--- src/rtl/hdmi_stream_timing_gen.sv ---
// hdmi_stream_timing_gen: programmable HDMI raster generator that unpacks pixels
// from a show-ahead pixel FIFO.
// IDLE -> PRIME (latch the timing) -> RUN (raster) -> IDLE at a frame end once run_i is low.
// Optional build macro TEST_PATTERN_EN adds pattern_en_i, which selects 8 vertical
// colour bars in place of FIFO pixels.
module hdmi_stream_timing_gen #(
  parameter int          PIXEL_FIFO_DATA_WIDTH = 64,
  parameter int          BITS_PER_PIXEL        = 32,
  parameter int          CNT_W                 = 12,
  parameter logic [23:0] UNDERFLOW_RGB         = 24'hFF00FF
) (
  input  logic                             clk_i,
  input  logic                             rst_ni,
  input  logic                             run_i,
`ifdef TEST_PATTERN_EN
  input  logic                             pattern_en_i,
`endif
  input  logic [CNT_W-1:0]                 cfg_h_total_i,
  input  logic [CNT_W-1:0]                 cfg_h_sync_i,
  input  logic [CNT_W-1:0]                 cfg_h_start_i,
  input  logic [CNT_W-1:0]                 cfg_h_end_i,
  input  logic [CNT_W-1:0]                 cfg_v_total_i,
  input  logic [CNT_W-1:0]                 cfg_v_sync_i,
  input  logic [CNT_W-1:0]                 cfg_v_start_i,
  input  logic [CNT_W-1:0]                 cfg_v_end_i,
  input  logic                             cfg_hs_pol_i,
  input  logic                             cfg_vs_pol_i,
  input  logic [PIXEL_FIFO_DATA_WIDTH-1:0] pixfifo_word_i,
  input  logic                             pixfifo_empty_i,
  output logic                             pixfifo_req_o,
  output logic [23:0]                      rgb_pixel_o,
  output logic                             hsync_o,
  output logic                             vsync_o,
  output logic                             data_enable_o,
  output logic                             frame_start_o,
  output logic                             underflow_o,
  output logic                             busy_o
);

  localparam int PPW    = PIXEL_FIFO_DATA_WIDTH / BITS_PER_PIXEL;
  localparam int SLOT_W = (PPW > 1) ? $clog2(PPW) : 1;
  localparam logic [SLOT_W-1:0] LAST_SLOT = SLOT_W'(PPW - 1);
  localparam logic [SLOT_W-1:0] SLOT_ONE  = SLOT_W'(1);
  localparam logic [CNT_W-1:0]  CNT_ONE   = CNT_W'(1);

  if ((PIXEL_FIFO_DATA_WIDTH % BITS_PER_PIXEL) != 0) begin : g_bad_word_width
    $error("PIXEL_FIFO_DATA_WIDTH must be a multiple of BITS_PER_PIXEL");
  end
  if (BITS_PER_PIXEL < 24) begin : g_bad_pixel_width
    $error("BITS_PER_PIXEL must be at least 24");
  end

  typedef enum logic [1:0] {
    ST_IDLE  = 2'd0,
    ST_PRIME = 2'd1,
    ST_RUN   = 2'd2
  } state_t;

  state_t              state_r;
  logic [CNT_W-1:0]    h_cnt_r;
  logic [CNT_W-1:0]    v_cnt_r;
  logic [SLOT_W-1:0]   slot_r;

  // Shadow timing: stable for a whole frame, reloaded only at the frame boundary.
  logic [CNT_W-1:0]    sh_h_total_r, sh_h_sync_r, sh_h_start_r, sh_h_end_r;
  logic [CNT_W-1:0]    sh_v_total_r, sh_v_sync_r, sh_v_start_r, sh_v_end_r;
  logic                sh_hs_pol_r, sh_vs_pol_r;

  logic                h_last_s, v_last_s, de_s, line_last_de_s;
  logic                pattern_s, fifo_pix_s, starve_s, take_s, pop_s;
  logic                load_shadow_s;
  logic [23:0]         pattern_rgb_s;
  logic [23:0]         rgb_s;

  // RGB of a slot: upper 24 bits of the slot, R in the MSBs.
  function automatic logic [23:0] slot_rgb(input logic [PIXEL_FIFO_DATA_WIDTH-1:0] word,
                                           input logic [SLOT_W-1:0]                slot);
    return word[int'(slot) * BITS_PER_PIXEL + BITS_PER_PIXEL - 1 -: 24];
  endfunction

`ifdef TEST_PATTERN_EN
  logic [CNT_W-1:0] bar_w_s;
  logic [CNT_W-1:0] bar_px_s;
  logic [2:0]       bar_idx_s;
  logic [CNT_W-1:0] bar_px_r;
  logic [2:0]       bar_idx_r;

  // Bar order: white, yellow, cyan, green, magenta, red, blue, black.
  function automatic logic [23:0] bar_color(input logic [2:0] idx);
    case (idx)
      3'd0:    return 24'hFFFFFF;
      3'd1:    return 24'hFFFF00;
      3'd2:    return 24'h00FFFF;
      3'd3:    return 24'h00FF00;
      3'd4:    return 24'hFF00FF;
      3'd5:    return 24'hFF0000;
      3'd6:    return 24'h0000FF;
      default: return 24'h000000;
    endcase
  endfunction

  // Bar position restarts at h_start; the stored counters carry it along the line.
  always_comb begin
    bar_w_s       = (sh_h_end_r - sh_h_start_r) >> 3;
    bar_px_s      = (h_cnt_r == sh_h_start_r) ? '0 : bar_px_r;
    bar_idx_s     = (h_cnt_r == sh_h_start_r) ? 3'd0 : bar_idx_r;
    pattern_s     = pattern_en_i;
    pattern_rgb_s = bar_color(bar_idx_s);
  end

  // Advance the bar pixel/index counters on active pattern pixels.
  always_ff @(posedge clk_i or negedge rst_ni) begin
    if (!rst_ni) begin
      bar_px_r  <= '0;
      bar_idx_r <= 3'd0;
    end else if (de_s) begin
      if ((bar_w_s != '0) && (bar_px_s == bar_w_s - CNT_ONE)) begin
        bar_px_r  <= '0;
        bar_idx_r <= (bar_idx_s == 3'd7) ? 3'd7 : bar_idx_s + 3'd1;
      end else begin
        bar_px_r  <= bar_px_s + CNT_ONE;
        bar_idx_r <= bar_idx_s;
      end
    end
  end
`else
  // Without the pattern generator all active pixels come from the FIFO.
  always_comb begin
    pattern_s     = 1'b0;
    pattern_rgb_s = 24'h000000;
  end
`endif

  // Raster decode, FIFO pop decision and pixel selection for the current counter state.
  always_comb begin
    h_last_s       = (h_cnt_r == sh_h_total_r);
    v_last_s       = (v_cnt_r == sh_v_total_r);
    de_s           = (state_r == ST_RUN) &&
                     (h_cnt_r >= sh_h_start_r) && (h_cnt_r < sh_h_end_r) &&
                     (v_cnt_r >= sh_v_start_r) && (v_cnt_r < sh_v_end_r);
    line_last_de_s = de_s && (h_cnt_r == sh_h_end_r - CNT_ONE);
    fifo_pix_s     = de_s && !pattern_s;
    starve_s       = fifo_pix_s && pixfifo_empty_i;
    take_s         = fifo_pix_s && !pixfifo_empty_i;
    // A partial word at line end is popped and dropped so each line starts word-aligned.
    pop_s          = take_s && ((slot_r == LAST_SLOT) || line_last_de_s);
    load_shadow_s  = (state_r == ST_PRIME) ||
                     ((state_r == ST_RUN) && h_last_s && v_last_s && run_i);
    if (!de_s) begin
      rgb_s = 24'h000000;
    end else if (pattern_s) begin
      rgb_s = pattern_rgb_s;
    end else if (starve_s) begin
      rgb_s = UNDERFLOW_RGB;
    end else begin
      rgb_s = slot_rgb(pixfifo_word_i, slot_r);
    end
  end

  // The pop is issued in the cycle the slot is consumed so the show-ahead head is fresh next cycle.
  assign pixfifo_req_o = pop_s;

  // Shadow timing capture while priming and at each continuing frame wrap.
  always_ff @(posedge clk_i or negedge rst_ni) begin
    if (!rst_ni) begin
      sh_h_total_r <= '0; sh_h_sync_r <= '0; sh_h_start_r <= '0; sh_h_end_r <= '0;
      sh_v_total_r <= '0; sh_v_sync_r <= '0; sh_v_start_r <= '0; sh_v_end_r <= '0;
      sh_hs_pol_r  <= 1'b0;
      sh_vs_pol_r  <= 1'b0;
    end else if (load_shadow_s) begin
      sh_h_total_r <= cfg_h_total_i; sh_h_sync_r <= cfg_h_sync_i;
      sh_h_start_r <= cfg_h_start_i; sh_h_end_r  <= cfg_h_end_i;
      sh_v_total_r <= cfg_v_total_i; sh_v_sync_r <= cfg_v_sync_i;
      sh_v_start_r <= cfg_v_start_i; sh_v_end_r  <= cfg_v_end_i;
      sh_hs_pol_r  <= cfg_hs_pol_i;
      sh_vs_pol_r  <= cfg_vs_pol_i;
    end
  end

  // Sequencer FSM with raster counters, slot tracking and registered video outputs.
  always_ff @(posedge clk_i or negedge rst_ni) begin
    if (!rst_ni) begin
      state_r       <= ST_IDLE;
      h_cnt_r       <= '0;
      v_cnt_r       <= '0;
      slot_r        <= '0;
      rgb_pixel_o   <= 24'h000000;
      hsync_o       <= 1'b0;
      vsync_o       <= 1'b0;
      data_enable_o <= 1'b0;
      frame_start_o <= 1'b0;
      underflow_o   <= 1'b0;
      busy_o        <= 1'b0;
    end else begin
      // Outside RUN the video outputs rest blank with syncs inactive.
      rgb_pixel_o   <= 24'h000000;
      data_enable_o <= 1'b0;
      frame_start_o <= 1'b0;
      hsync_o       <= ~cfg_hs_pol_i;
      vsync_o       <= ~cfg_vs_pol_i;
      case (state_r)
        ST_IDLE: begin
          h_cnt_r     <= '0;
          v_cnt_r     <= '0;
          slot_r      <= '0;
          underflow_o <= 1'b0;
          if (run_i) begin
            state_r <= ST_PRIME;
            busy_o  <= 1'b1;
          end else begin
            busy_o  <= 1'b0;
          end
        end
        ST_PRIME: begin
          h_cnt_r <= '0;
          v_cnt_r <= '0;
          slot_r  <= '0;
          if (!run_i) begin
            state_r <= ST_IDLE;
            busy_o  <= 1'b0;
          end else if (!pixfifo_empty_i) begin
            state_r <= ST_RUN;
            busy_o  <= 1'b1;
          end else begin
            busy_o  <= 1'b1;
          end
        end
        ST_RUN: begin
          rgb_pixel_o   <= rgb_s;
          data_enable_o <= de_s;
          frame_start_o <= (h_cnt_r == '0) && (v_cnt_r == '0);
          hsync_o       <= (h_cnt_r < sh_h_sync_r) ? sh_hs_pol_r : ~sh_hs_pol_r;
          vsync_o       <= (v_cnt_r < sh_v_sync_r) ? sh_vs_pol_r : ~sh_vs_pol_r;
          if (starve_s) begin
            underflow_o <= 1'b1;
          end
          if (h_last_s || pop_s) begin
            slot_r <= '0;
          end else if (take_s) begin
            slot_r <= slot_r + SLOT_ONE;
          end
          busy_o <= 1'b1;
          if (h_last_s) begin
            h_cnt_r <= '0;
            if (v_last_s) begin
              v_cnt_r <= '0;
              if (!run_i) begin
                state_r <= ST_IDLE;
                busy_o  <= 1'b0;
              end
            end else begin
              v_cnt_r <= v_cnt_r + CNT_ONE;
            end
          end else begin
            h_cnt_r <= h_cnt_r + CNT_ONE;
          end
        end
        default: begin
          state_r <= ST_IDLE;
          h_cnt_r <= '0;
          v_cnt_r <= '0;
          slot_r  <= '0;
          busy_o  <= 1'b0;
        end
      endcase
    end
  end

endmodule

--- config.mk ---
export PLATFORM = sky130hd
export DESIGN_NAME = hdmi_stream_timing_gen
export DESIGN_NICKNAME = d
export VERILOG_FILES = /design/src/rtl/hdmi_stream_timing_gen.sv
export SDC_FILE = /design/constraint.sdc
export NUM_CORES = 1
export LEC_CHECK = 0
export CORE_ASPECT_RATIO = 1.75
export CORE_MARGIN = 5
export CORE_UTILIZATION = 40
export DETAILED_ROUTE_END_ITERATION = 7
export PLACE_DENSITY_LB_ADDON = 0.05
export SLEW_MARGIN = 20
export SYNTH_ARGS = -nofsm -noshare
export SYNTH_HDL_FRONTEND = slang
export SYNTH_SLANG_ARGS = --single-unit
export TNS_END_PERCENT = 50
--- constraint.sdc ---
create_clock -name clk_i -period 5.3 [get_ports clk_i]
set_clock_uncertainty 0.05 [all_clocks]
set_input_delay 1.06 -clock clk_i [delete_from_list [all_inputs] [get_ports clk_i]]
set_output_delay 1.06 -clock clk_i [all_outputs]
set_load 0.01 [all_outputs]
Yosys cells after proc, flatten, opt, wreduce, memory -nomap -nowiden
Cells that the tools add are included.
{"block": "op_classes", "muxes": 30, "n_eq_ne": 12, "bitwise": 4, "add_sub_neg": 6, "mul": 0, "div_mod_pow": 0, "shifts": 1, "n_reduce_logical": 23, "magnitude_cmp": 6}
{"cell": "87-bit by 8-bit variable part select with 24-bit output", "count": 1}
{"cell": "24-bit 2-to-1 mux", "count": 3}
{"cell": "12-bit 2-to-1 mux", "count": 5}
{"cell": "12-bit < comparator", "count": 4}
{"cell": "12-bit == test", "count": 3}
{"cell": "12-bit by 1-bit adder with 12-bit output, second input constant", "count": 2}
{"cell": "12-bit >= comparator", "count": 2}
{"cell": "12-bit zero test", "count": 2}
{"cell": "1-bit 2-to-1 mux", "count": 13}
{"cell": "1-bit logical AND", "count": 12}
{"cell": "2-bit 2-to-1 mux", "count": 6}
{"cell": "12-bit by 1-bit subtractor with 12-bit output, second input constant", "count": 1}
{"cell": "2-bit != test, second input constant", "count": 5}
{"cell": "7-bit by 1-bit subtractor with 8-bit output, second input constant", "count": 1}
{"cell": "6-bit by 6-bit adder with 7-bit output, second input constant", "count": 1}
{"cell": "2-bit one-hot mux with 3 select lines", "count": 1}
{"cell": "5-bit AND reduction", "count": 1}
{"cell": "1-bit inverter", "count": 4}
{"cell": "1-bit one-hot mux with 2 select lines", "count": 2}
{"cell": "1-bit logical OR", "count": 3}
{"cell": "3-bit by 2-bit != test with 1-bit output, second input constant", "count": 1}
{"cell": "3-bit != test, second input constant", "count": 1}
{"cell": "2-bit by 1-bit == test with 1-bit output, second input constant", "count": 1}
{"cell": "2-bit == test, second input constant", "count": 1}
{"cell": "6 further kinds", "count": 6}
{"block": "word_totals", "input_bits": 166, "ram_bits": 0, "word_cells": 103, "latchBits": 0, "mem_count": 0, "mem_bits_ro": 0, "ff_bits": 155, "out_inout_bits": 31}

Longest topological paths before layout
Gate-level depths: netlist of the first run.
{"block": "logic_depth", "ltp_word": 11, "mapped_depth": 11, "ltp_nobuf": 10}

Worst setup path after synthesis of the first run
OpenSTA, ideal clock, no wires.
{"block": "synth_path", "path_kind": "flip-flop to output port", "start": "register h_cnt_r[11]", "end": "output pixfifo_req_o", "setup_slack_ps": 1636, "required_time_ps": 4190, "arrival_ps": 2554, "path_buffers": 1, "stages_incl_launch_ff": 11, "path_cell_list": "dfrtp_1 ha_1 a22o_1 nor4_2 o21ai_1 or3_1 or4_1 buf_6 clkinv_4 nand2_4 nor2_1"}
{"block": "synth_between", "elab_chain_cells": 8, "elab_cells_between_ends": 11, "cone_classes": "order compare (2); eq/ne (1); reduce/logical (8)"}
{"item": "start: declaration", "line_no": "60", "source": "logic [CNT_W-1:0] h_cnt_r;"}
{"item": "start signal: assignment", "line_no": "255", "source": "h_cnt_r <= h_cnt_r + CNT_ONE;"}
{"item": "12-bit >= comparator", "line_no": "139", "source": "(h_cnt_r >= sh_h_start_r) && (h_cnt_r < sh_h_end_r) &&"}
{"item": "1-bit logical AND", "line_no": "138", "source": "de_s = (state_r == ST_RUN) &&"}
{"item": "1-bit logical AND (2 in series)", "line_no": "139"}
{"item": "1-bit logical AND", "line_no": "140", "source": "(v_cnt_r >= sh_v_start_r) && (v_cnt_r < sh_v_end_r);"}
{"item": "1-bit logical AND", "line_no": "141", "source": "line_last_de_s = de_s && (h_cnt_r == sh_h_end_r - CNT_ONE);"}
{"item": "1-bit logical OR", "line_no": "146", "source": "pop_s = take_s && ((slot_r == LAST_SLOT) || line_last_de_s);"}
{"item": "1-bit logical AND (*)", "line_no": "146"}
{"item": "end: declaration", "line_no": "30", "source": "output logic pixfifo_req_o,"}
Every way passes the cells marked *; elsewhere a longest branch is shown, timed or not.

Worst setup path after layout of the first run
{"block": "layout_path", "start": "register h_cnt_r[0]", "end": "output pixfifo_req_o"}
The elaborated chain is that of the path after synthesis.

==> summary.txt, run 1 <==
Outcome
  – Status: finished, final reports clean

Die
  – Rows: 70
  – Die Height: 202.7 microns
  – Core Region: ~0.021 sq mm
  – Total Die Area: approximately 0.024 sq mm
  – Die width: about 120 microns
  – Top-Level Pins: a little under 200
  – Starting Density: 0.4056

Global routing
  – Met2 usage: 0.3728
  – Initial antenna violation count: 0
  – Gr ovfl total: 0
  – Largest net degree at the start of global routing: between 90 and 100
  – Total Routing Usage GR: 0.1964
  – Met3 GRT Util: 0.03930
  – GRT busiest layer: met2
  – Vias in the first global route: 6,917
  – Met1 Usage GRT: 0.2098
  – First-pass GRT wire length: between 30,000 and 40,000 microns

Job
  – Max cap viols: 0

Critical path
  – Worst Path Required: 4.19 ns
  – CP Max Fanout: 9
  – CP arrival: 3.70 ns
  – R2R Setup Slk: 2.21 ns
  – Kind of critical path: flop to output pin
  – CP Capture Type: output pin
  – Critical Path Start Type: flop

Placement
  – Placer Congestion: about 0.83
  – Cell count after placement: approximately 1,300
  – Port Buffers: between 150 and 200
  – DP Area: about 0.011 sq mm
  – Post-DP HPWL: between 15,000 and 20,000 microns

Final layout
  – Post-route cell area: between 0.01 and 0.015 sq mm
  – Core Util, Final: 0.5375
  – Layout cells sized above 1: 0.1063
  – Area Growth Syn to Fin: 32.51%
  – Antenna cell count: 0
  – Nets: 1,281
  – Non-Filler Instances: around 1,300

CTS
  – CTS clk-pin slew, worst paths: approximately 0.06 ns
  – # resized after CTS: 0
  – Clock latency on the worst-skew pair: around 0.44 ns
  – Clock H-tree levels: 4
  – CTS Hold Bufs: 0
  – Root Driver: clkbuf_16
  – CTS Buf Count: 17
  – TritonCTS clock tree: yes
  – Post-CTS Setup Inserts: 0
  – Max clock buf depth: 2
  – Clk sinks: ~160

Routing
  – Via Count: roughly 6,700
  – Wirelength, routed: roughly 23,000 microns
  – Iteration-0 DRC count of the detailed router: between 200 and 300
  – Antenna viol nets, final: 0
  – Drt pass-1 iters: 4
  – DR vias/cell: between 5 and 6
  – Wire per inst: 17.90 microns
  – DRC Markers: 0

Timing
  – Post-route minimum period: slightly below 5 ns
  – Final setup TNS: 0 ns
  – Period utilisation layout: 0.9075
  – Final setup fails: 0
  – Setup repair after global routing missed its margin: false
  – Relative slew slack: 0.4355
  – Final Max Slew Viols: 0
  – Max Fclk: 207.9 MHz
  – Worst Tran Pin Value: 0.8467 ns
  – Fin. Hold Viols: 0

Power
  – Pwr dens: 346.4 mW/mm^2
  – Total power: ~4000 uW
  – Lkg Pwr: 0.004995 uW
  – VDD IR max: 0.2004 mV

Synthesis
  – Area contributors post-synth: dfrtp_1 (46%), ha_1 (11%), o21ai_0 (5.7%)
  – Synth async-reset ratio: 1.000
  – Synth Area per Inst: about 9.9 sq um
  – Post-synth top cells: dfrtp_1 (155), o21ai_0 (96), nand2_1 (81)
  – Yosys warns: 0
  – Largest family of logic cells by synthesized area: simple AND/OR/NAND/NOR gates
  – Synth Area in Simple Gates: 0.1323
  – Synthesized-area fraction occupied by adder cells: 0.1090
  – Compound-Gate Fraction of Synth Area: 0.1263
  – Main synth FF type: dfrtp_1
  – Synth Area in XOR/XNOR: 0.04848
  – Number of synthesized flops with an enable pin: 0
  – Multiplexer share of the synthesized area: 0.06941
  – Share of the synthesized area in the top cell type: 0.4568
  – Post-Syn Area: about 0.0085 sq mm
  – Distinct cells, synth: 57
  – Seq cells post-synth: about 160
  – Most frequent cell after synthesis: dfrtp_1
  – Yosys top cell by area: dfrtp_1
  – Syn Inst Count: between 800 and 900
  – Syn Nets: roughly 1,100
  – Sequential area share after synthesis: 0.4568

Min path
  – Hold Crit Class: flop to flop
## routing by layer
layer | up-vias | share of wire
met1 | 3173 | 0.38
met5 | - | 0
li1 | 3337 | -
met4 | 0 | 0.029
met3 | 40 | 0.044
met2 | 154 | 0.55
## report_power, final
group / switching, uW / leakage [uW] / total [uW] / internal [uW]
Sequential: 137 / 0.00193 / 1560 / 1420
Combinational: 554 / 0.00277 / 1080 / 530
Clock: 492 / 0.000293 / 1260 / 764
Total: 1180 / 0.00499 / 3900 / 2720
## registers in the layout, summed over array words and instances (netlist names)
| register | count |
|---|---|
| sh_v_start_r | 12 |
| sh_hs_pol_r | 1 |
| sh_vs_pol_r | 1 |
| busy_o | 1 |
| hsync_o | 1 |
| sh_h_end_r | 12 |
| v_cnt_r | 12 |
| sh_v_end_r | 12 |
| sh_h_sync_r | 12 |
| state_r | 2 |
| frame_start_o | 1 |
| sh_v_total_r | 12 |
| underflow_o | 1 |
| rgb_pixel_o | 24 |
| vsync_o | 1 |
| sh_v_sync_r | 12 |
| data_enable_o | 1 |
| sh_h_total_r | 12 |
| sh_h_start_r | 12 |
| slot_r | 1 |
| h_cnt_r | 12 |
## cell type report
type | instances | area (sq um)
clock buffers | 21 | 460.4
clock inverters | 11 | 142.6
fillers | 1919 | 9682
inverters | 79 | 301.5
multi-input cells | 583 | 4136
flip-flops and latches | 155 | 3879
well taps | 252 | 315.3
repair buffers | 205 | 2016
## critical path, cell delays in order (launching register included)
cell and delay [ns]:
dfrtp_1 0.44, inv_1 0.19, ha_1 0.31, nand2b_1 0.09, a2111oi_0 0.09, a2111oi_0 0.64
nor4_1 0.08, or4_1 0.52, clkinv_4 0.10, nand2_4 0.09, nor2_1 0.12, clkdlybuf4s50_1 0.59
## through the flow
step	hold slack (ns)	setup WS, ns
2_1_floorplan	0.4227	1.636
6_report	0.4593	0.4904
5_1_grt	0.4836	0.2208
3_3_place_gp	0.4435	0.8635
4_1_cts	0.4650	0.3819
3_5_place_dp	0.4509	0.8700
## path summary, 6_finish.rpt
| kind | from | to | depth (start not counted) |
|---|---|---|---|
| setup reg to reg | h_cnt_r[0] | slot_r | 10 |
| hold reg to reg | sh_v_sync_r[0] | sh_v_sync_r[0] | 1 |
| min in group asynchronous | rst_ni | sh_h_end_r[2] | 1 |
| hold / removal | sh_v_sync_r[0] | sh_v_sync_r[0] | 1 |
| setup / recovery | h_cnt_r[0] | pixfifo_req_o | 11 |
| max in group asynchronous | rst_ni | sh_v_start_r[1] | 2 |
## placed cells by master, fill, tap and decap left out, types with 19 or more instances in the layout
master           synthesis  layout
nand2_1                 81      81
buf_4                    0      23
xnor2_1                 37      37
ha_1                    74      74
nor2_1                  46      46
mux2_2                  31      31
clkdlybuf4s50_1          0     179
dfrtp_1                155     155
a21oi_1                 30      30
o21ai_0                 96      96
nand4_1                 19      19
mux2i_1                 24      24
inv_1                   78      78
## cell families (layout without fill, tap and decap cells)
family | Yosys count | count (layout)
simple gates | 225 | 225
xor+xnor | 47 | 47
buf+inv | 119 | 316
compound gates | 182 | 182
mux | 55 | 55
fa+ha+maj | 74 | 74
flops | 155 | 155
No activity file was read; power rests on OpenSTA's default activity.
==> inputs of run 2 (changes only) <==
--- a/config.mk
+++ b/config.mk
@@ -5,8 +5,7 @@
 export SDC_FILE = /design/constraint.sdc
 export NUM_CORES = 1
 export LEC_CHECK = 0
-export CORE_ASPECT_RATIO = 1.75
-export CORE_MARGIN = 5
+export CORE_ASPECT_RATIO = 1.1
 export CORE_UTILIZATION = 40
 export DETAILED_ROUTE_END_ITERATION = 7
 export PLACE_DENSITY_LB_ADDON = 0.05
==> summary.txt, run 2 (synthesized netlist as in run 1, its figures left out) <==
Outcome
  – Status: finished, final reports clean

Global routing
  – Vias in the first global route: 6,506 (-5.9%)
  – Gr ovfl total: 0 (unchanged)
  – Largest net degree at the start of global routing: 98 (+5.4%)
  – First-pass GRT wire length: 34,310 microns (-7.4%)
  – Total Routing Usage GR: 0.2035 (+0.007068)
  – Met1 Usage GRT: 0.2698 (+0.06000)
  – Met3 GRT Util: 0.03437 (-0.004932)
  – GRT busiest layer: met2
  – Initial antenna violation count: 0 (unchanged)
  – Met2 usage: 0.3400 (-0.03280)

Routing
  – Iteration-0 DRC count of the detailed router: 299 (+1.4%)
  – Wirelength, routed: 21,350 microns (-8.7%)
  – Drt pass-1 iters: 4 (unchanged)
  – Antenna viol nets, final: 0 (unchanged)
  – Wire per inst: 16.11 microns (-10%)
  – DRC Markers: 0 (unchanged)
  – DR vias/cell: 5.001 (-2.6%)
  – Via Count: 6,626 (-1.2%)

Min path
  – Hold Crit Start: sh_v_end_r[0]
  – Hold Crit Class: flop to flop

Final layout
  – Area Growth Syn to Fin: 31.64%
  – Commonest non-fill, non-tap cell in the layout: clkdlybuf4s50_1
  – Antenna cell count: 0 (unchanged)
  – Leading cell types in the layout, fill and taps excluded: clkdlybuf4s50_1 (179), dfrtp_1 (155), o21ai_0 (96)
  – Max FFs per register: 24 (unchanged)
  – Layout cells sized above 1: 0.09615 (-0.01011)
  – Largest reg by FF count: rgb_pixel_o
  – FILL cells: 1,940 (+1.1%)
  – Nets: 1,267 (-1.1%)

Timing
  – Max Fclk: 207.8 MHz (about the same)
  – Worst Tran Pin Value: 0.8399 ns (-0.006743 ns)
  – Setup repair after global routing missed its margin: false
  – Relative slew slack: 0.4400 (+0.004495)
  – Final setup TNS: 0 ns (unchanged)
  – Post-route minimum period: 4.813 ns (+0.003449 ns)
  – Period utilisation layout: 0.9081 (about the same)
  – Final setup fails: 0 (unchanged)
  – Fin. Hold Viols: 0 (unchanged)
  – Final Max Slew Viols: 0 (unchanged)

Critical path
  – Kind of critical path: flop to output pin
  – FF-to-FF Start: v_cnt_r[3]
  – CP arrival: 3.70 ns (about the same)
  – Worst Path Required: 4.19 ns (about the same)
  – CP Capture Type: output pin
  – CP Max Fanout: 12 (+3)
  – Critical Path Start: h_cnt_r[8]
  – Critical Path Start Type: flop

Placement
  – Placer Congestion: 0.8255 (-0.31%)
  – Port Buffers: 180 (unchanged)
  – Post-DP HPWL: 15,160 microns (-15%)

Die
  – Core Region: 0.02071 sq mm (-1.0%)
  – Die Height: 154.8 microns (-24%)
  – Total Die Area: 0.02181 sq mm (-10%)
  – Starting Density: 0.4099 (+0.004288)
  – Die width: 140.9 microns (+17%)
  – Rows: 55 (-21%)
  – Top-Level Pins: 197 (unchanged)

CTS
  – Max clock buf depth: 2 (unchanged)
  – CTS Hold Bufs: 0 (unchanged)
  – CTS Buf Count: 17 (unchanged)
  – # resized after CTS: 0 (unchanged)
  – TritonCTS clock tree: yes
  – Post-CTS Setup Inserts: 0 (unchanged)
  – Clk sinks: 155 (unchanged)
  – Root Driver: clkbuf_16
  – CTS clk-pin slew, worst paths: 0.06 ns (about the same)
  – Clock latency on the worst-skew pair: 0.43 ns (about the same)
  – Clock H-tree levels: 4 (unchanged)

Job
  – Max cap viols: 0 (unchanged)

Power
  – Pwr dens: 344.1 mW/mm^2 (-0.66%)
  – Total power: 3847 uW (-1.3%)
  – VDD IR max: 0.2225 mV (+11%)
  – Lkg Pwr: 0.004924 uW (-1.4%)
[run 2: critical path, stage by stage (launching register included)]
cell and delay (ns):
dfrtp_1 0.57, ha_1 0.38, nand4_1 0.14, a2111oi_0 0.60, nor4_1 0.17, or4_1 0.51
clkinv_4 0.10, nand2_4 0.09, nor2_1 0.12, clkdlybuf4s50_1 0.59
[run 2: area by class of cell]
cell class / count / area (sq um) / share of cell area
clock buffer: 18 / 439.2 / 0.03929
clock inverter: 14 / 166.4 / 0.01489
inverter: 79 / 301.5 / 0.02698
multi-input combinational: 583 / 4136 / 0.3701
sequential: 155 / 3879 / 0.3470
tap: 285 / 356.6 / 0.03190
timing repair buffer: 191 / 1898 / 0.1698
[run 2: routing by layer]
metal / part of all wire / up-vias / routed length (microns)
met1: 0.46 / 3160 / 9905
met5: 0 / - / 0
li1: - / 3297 / -
met2: 0.48 / 147 / 10260
met3: 0.041 / 22 / 874
met4: 0.014 / 0 / 308
[run 2: stage by stage]
step	cells	setup WS (ns)	util	instance area (sq um)	hold WS (ns)
6_report	1325	0.4869	0.5396	11180	0.4566
5_1_grt	1325	0.3358	0.5396	11180	0.4762
4_1_cts	1325	0.4872	0.5396	11180	0.4610
3_5_place_dp	1293	0.9427	0.5104	10570	0.4463
3_3_place_gp	1293	0.9529	0.5104	10570	0.4359
2_1_floorplan	857	1.636	-	8491	0.4227
[run 2: path summary, 6_finish.rpt]
check,end,slack (ns),cells after the start
min,sh_v_end_r[0],0.46,1
max reg2reg,sh_v_total_r[11],2.17,7
min in group asynchronous,sh_h_start_r[1],0.62,1
max in group asynchronous,sh_hs_pol_r,3.50,2
max,pixfifo_req_o,0.49,9
min reg2reg,sh_v_end_r[0],0.46,1
[run 2: power by group]
part	leakage (uW)	total, uW	internal [uW]	switching [uW]
clock network	0.000301	1270	755	512
registers	0.00193	1610	1420	195
logic	0.00270	965	506	459
